$ cat config.mk
export PLATFORM = sky130hd
export DESIGN_NAME = st_merger16
export DESIGN_NICKNAME = d
export VERILOG_FILES = /design/src/rtl/st_merger16.sv
export SDC_FILE = /design/constraint.sdc
export NUM_CORES = 1
export LEC_CHECK = 0
export ABC_AREA = 1
export BUFFER_PORTS_ARGS = -buffer_cell sky130_fd_sc_hd__buf_2
export CAP_MARGIN = 25
export CORE_MARGIN = 5
export CORE_UTILIZATION = 35
export DETAILED_ROUTE_END_ITERATION = 16
export GPL_TIMING_DRIVEN = 0
export PLACE_DENSITY = 0.66
export SYNTH_ARGS = -nofsm -noshare
export SYNTH_HDL_FRONTEND = slang
export SYNTH_SLANG_ARGS = --single-unit
$ cat constraint.sdc
create_clock -name st_merger16_clk_clk -period 1.5 [get_ports st_merger16_clk_clk]
set_clock_uncertainty 0.15 [all_clocks]
set_input_delay 0.15 -clock st_merger16_clk_clk [delete_from_list [all_inputs] [get_ports st_merger16_clk_clk]]
set_output_delay 0.15 -clock st_merger16_clk_clk [all_outputs]
set_load 0.02 [all_outputs]
$ cat src/rtl/st_merger16.sv
// st_merger16: two-input Avalon-ST packet merger (16-bit data, 1-bit empty).
// A packet is forwarded whole; a source holds the output until its
// endofpacket beat is accepted. Ties in IDLE go to the input that did not
// win last time. All out_* signals come from one register stage.
// Ports:
//   st_merger16_clk_clk / st_merger16_reset_reset_n : clock, async active-low reset
//   st_merger16_in0_* / st_merger16_in1_*           : Avalon-ST sinks (readyLatency 0)
//   st_merger16_out_*                               : Avalon-ST source, out_channel = source index
module st_merger16 #(
  localparam int unsigned DATA_W = 16
) (
  input  logic              st_merger16_clk_clk,
  input  logic              st_merger16_reset_reset_n,
  output logic              st_merger16_in0_ready,
  input  logic              st_merger16_in0_valid,
  input  logic              st_merger16_in0_startofpacket,
  input  logic              st_merger16_in0_endofpacket,
  input  logic              st_merger16_in0_empty,
  input  logic [DATA_W-1:0] st_merger16_in0_data,
  output logic              st_merger16_in1_ready,
  input  logic              st_merger16_in1_valid,
  input  logic              st_merger16_in1_startofpacket,
  input  logic              st_merger16_in1_endofpacket,
  input  logic              st_merger16_in1_empty,
  input  logic [DATA_W-1:0] st_merger16_in1_data,
  input  logic              st_merger16_out_ready,
  output logic              st_merger16_out_valid,
  output logic              st_merger16_out_startofpacket,
  output logic              st_merger16_out_endofpacket,
  output logic              st_merger16_out_empty,
  output logic [DATA_W-1:0] st_merger16_out_data,
  output logic              st_merger16_out_channel
);

  typedef struct packed {
    logic              sop;
    logic              eop;
    logic              empty;
    logic [DATA_W-1:0] data;
  } beat_t;

  typedef enum logic [1:0] {IDLE = 2'd0, LOCK0 = 2'd1, LOCK1 = 2'd2} state_t;

  logic  clk;
  logic  rst_n;
  assign clk   = st_merger16_clk_clk;
  assign rst_n = st_merger16_reset_reset_n;

  state_t state_q, state_d;
  logic   last_grant_q, last_grant_d;
  beat_t  out_q;
  logic   out_valid_q;
  logic   out_channel_q;

  logic   load_c;
  logic   grant_vld_c;
  logic   grant_c;
  logic   sel_c;
  logic   rdy0_c, rdy1_c;
  logic   accept_c;
  beat_t  in0_beat_c, in1_beat_c, beat_c;

  assign in0_beat_c = '{sop: st_merger16_in0_startofpacket, eop: st_merger16_in0_endofpacket,
                        empty: st_merger16_in0_empty, data: st_merger16_in0_data};
  assign in1_beat_c = '{sop: st_merger16_in1_startofpacket, eop: st_merger16_in1_endofpacket,
                        empty: st_merger16_in1_empty, data: st_merger16_in1_data};

  // Arbitration, ready generation and next-state logic
  always_comb begin
    state_d      = state_q;
    last_grant_d = last_grant_q;
    load_c       = !out_valid_q || st_merger16_out_ready;
    grant_vld_c  = st_merger16_in0_valid || st_merger16_in1_valid;
    // Tie goes to the input opposite the last winner; otherwise to whoever is valid
    grant_c      = (st_merger16_in0_valid && st_merger16_in1_valid) ? !last_grant_q
                                                                    : st_merger16_in1_valid;
    unique case (state_q)
      LOCK0:   sel_c = 1'b0;
      LOCK1:   sel_c = 1'b1;
      default: sel_c = grant_c;
    endcase
    // rst_n term keeps both readies low while reset is held
    rdy0_c   = rst_n && load_c &&
               ((state_q == LOCK0) || ((state_q == IDLE) && grant_vld_c && !grant_c));
    rdy1_c   = rst_n && load_c &&
               ((state_q == LOCK1) || ((state_q == IDLE) && grant_vld_c && grant_c));
    accept_c = (rdy0_c && st_merger16_in0_valid) || (rdy1_c && st_merger16_in1_valid);
    beat_c   = sel_c ? in1_beat_c : in0_beat_c;
    if (accept_c) begin
      if (beat_c.eop) begin
        state_d      = IDLE;
        last_grant_d = sel_c;
      end else begin
        state_d = sel_c ? LOCK1 : LOCK0;
      end
    end
  end

  // State register
  always_ff @(posedge clk or negedge rst_n) begin
    if (!rst_n) begin
      state_q      <= IDLE;
      last_grant_q <= 1'b1;
    end else begin
      state_q      <= state_d;
      last_grant_q <= last_grant_d;
    end
  end

  // Output register stage; holds under backpressure, empties when drained
  always_ff @(posedge clk or negedge rst_n) begin
    if (!rst_n) begin
      out_q         <= '0;
      out_valid_q   <= 1'b0;
      out_channel_q <= 1'b0;
    end else if (accept_c) begin
      out_q         <= beat_c;
      out_valid_q   <= 1'b1;
      out_channel_q <= sel_c;
    end else if (st_merger16_out_ready) begin
      out_valid_q   <= 1'b0;
    end
  end

  assign st_merger16_in0_ready         = rdy0_c;
  assign st_merger16_in1_ready         = rdy1_c;
  assign st_merger16_out_valid         = out_valid_q;
  assign st_merger16_out_startofpacket = out_q.sop;
  assign st_merger16_out_endofpacket   = out_q.eop;
  assign st_merger16_out_empty         = out_q.empty;
  assign st_merger16_out_data          = out_q.data;
  assign st_merger16_out_channel       = out_channel_q;

endmodule

==> qor.yml <==
synthAdderAreaFrac_pct: 2.79
status: "finished, violations left"
failed_checks: "setup timing"
crit_path_frequent_cell: "nand2_2"
synth.distinct_cells: 18
clkLatencyLatePin_ps: 270
top_usage_layer: "met2"
numCtsBuffers: 3
mostFrequentLayoutCells: "nand2_1 (89), buf_2 (62), nand2_2 (38), dfrtp_1 (23), buf_6 (9)"
finalPower_mw: 4.22
synth_compound_area_share_pct: 1.86
die_w_um: 72.1
worstPathRequired_ps: 1520
wl_per_cell_um: 11.6
synth_cells: 191
synth_top_family_by_area: "simple AND/OR/NAND/NOR gates"
path_cells: "inv_2 > ha_4 > nand2_2 > clkinv_2 > nand2_2 > nand2_2 > nand3_2 > nand2_4 > inv_6 > buf_12 > nand2_2 > nand2_2"
grt_use_total_pct: 15.5
yosys_warnings: 0
area_growth_pct: 55.5
antenna_found_initial: 0
setup_slack_ps: -113
cellLeakagePower_nw: 1.20
gp_routability_congestion: 0.759
post-route-drc-count: 0
power_frac_seq_pct: 27.0
slew_headroom_pct: 86.9
syn-cell-area_um2: 1350
min_period_over_period_pct: 108
grt_use_met2_pct: 26.5
critPathLaunchType: "flop"
vias: 1383
clk_pin_slew_ps: 90
critical_path_class: "reg -> reg"
worstSetupStartpoint: "state_q[0]"
worst_slew_pin_slew_ps: 195
root_buffer: "clkbuf_8"
fin_util_pct: 56.8
drv_slew: 0
instances_no_fill: 321
yosysTopAreaCellShare_pct: 42.7
finalCriticalPeriod_ps: 1610
final_common_cell: "nand2_1"
finalHoldViolCount: 0
dp_hpwl_um: 2560
crit_buf_inv: 4
postRouteAntennaNets: 0
synth_nets: 237
ir_drop_uv: 896
gr-usage-met1_pct: 19.5
switching_share_pct: 45.9
placedCellCount: 304
p_sw_mw: 1.94
crit_fanout: 10
drive_gt1_share_pct: 53.1
final-setup-viol-count: 26
fmax_mhz: 620
grt_pass1_vias: 1428
htreeDepth: 1
synth-simple-area-share_pct: 41.6
clockBufferDepth: 2
ys_seq_area_share_pct: 44.7
dp_worst_setup_slack_ps: -286
cts_tree: "built"
drtIter0Drc: 37
clock_power_share_pct: 10.5
die_area_um2: 5190
synth_xor_area_share_pct: 0
slowest_delay_ps: 410
rsz0062_at_grt: "true"
overflow: 0
clock-sinks: 24
cp-end-kind: "flop"
viasPerCell: 4.31
row_count: 22
grt_max_degree: 25
hold_start: "st_merger16_in0_data[14]"
start_util_pct: 36.5
wl_um: 3710
r2r_start: "state_q[0]"
p_per_area_nw_per_um2: 2010
yosys_register_bits: 24
p_int_mw: 2.28
antennaDiodeCount: 0
cp.arrival_ps: 1630
grt_use_met3_pct: 3.46
pwr-share-comb_pct: 62.4
num-nets-final: 320
core_area_um2: 3690
die_h_um: 72.1
ys_top_cells_by_area: "dfrtp_1 (43%), nand2_1 (33%), nand2_2 (5.1%)"
path_delay_family: "simple AND/OR/NAND/NOR gates"
synth_top_cell_by_area: "dfrtp_1"
grt_pass1_wl_um: 6440
max-cap-violations: 0
cp_slowest_cell: "dfrtp_1"
io_buffers: 65
dr.pass1.iters: 4
min_path_type: "in -> reg"
synth_mux_area_share_pct: 0
io_pins: 66
avgSynthCellArea_um2: 7.06
-- tightest hold or removal path, cell delays in order --
cell	delay (ps)
buf_2	70
nand2_1	40
nand2_1	50
nand2_1	40
nand2_1	50
-- through the flow --
stage,setup TNS (ps),cell area [um^2],hold slack [ps]
2_1_floorplan,0,1370,-296
3_3_place_gp,-6070,1760,28.2
3_5_place_dp,-6290,1760,28.2
4_1_cts,-1570,2020,17.2
5_1_grt,-4730,2100,31.2
6_report,-2470,2100,19.4
-- synthesized netlist by cell type (all sizes together) --
| library cell | instances |
|---|---|
| a21oi | 2 |
| dfstp | 1 |
| buf | 8 |
| ha | 3 |
| nand2 | 129 |
| clkinv | 1 |
| o21ai | 3 |
| dfrtp | 23 |
| nor2 | 3 |
| nand3 | 6 |
| inv | 12 |
-- cell type report --
class	instances	area, um^2
timing repair buffer	78	472
inverter	13	60.1
sequential	24	602
multi-input combinational	146	752
clock buffer	4	55.1
buffer	8	95.1
fill	379	1590
tap	48	60.1
-- power by group through the flow --
stage	sequential, mW	combinational, mW	clock, mW
final	1.14	2.64	0.445
after global routing	1.18	2.95	0.480
after CTS	1.13	2.52	0.456
after detailed placement	1.13	2.12	0
after global placement	1.13	2.09	0
after floorplan	1.44	1.18	0
-- flip-flops by register name, summed over array words and instances (netlist names) --
register and flops:
last_grant_q 1, state_q 2, st_merger16_out_endofpacket 1, st_merger16_out_channel 1, st_merger16_out_valid 1, st_merger16_out_data 16, st_merger16_out_startofpacket 1, st_merger16_out_empty 1
-- cell families after synthesis --
| kind of cell | count (synthesis) |
|---|---|
| buffers and inverters | 21 |
| DFF | 24 |
| and+or+nand+nor | 138 |
| AOI/OAI and AO/OA | 5 |
| adders and majority gates | 3 |
-- routing by layer --
metal,share of wire [%],up-vias
li1,-,733
met1,45,600
met2,46,48
met3,8.9,2
met4,0.46,0
met5,0,-
-- timing repair --
action,CTS,global route
buffers inserted,4,1
gates cloned,3,0
hold buffers,5,0
endpoints found under the setup margin,26,26
pin swaps,11,8
gates resized for setup,37,26
endpoints found under the hold margin,27,0
-- final timing paths --
kind	end	slack (ps)	cells past startpoint
worst max-delay path	st_merger16_out_data[15]	-110	12
worst min-delay path	st_merger16_out_data[14]	20	5
worst max register to register	st_merger16_out_data[15]	-110	12
worst min register to register	st_merger16_out_data[5]	330	2
max in group asynchronous	last_grant_q	730	3
min in group asynchronous	st_merger16_out_valid	260	3
No activity file was read; power rests on OpenSTA's default activity.
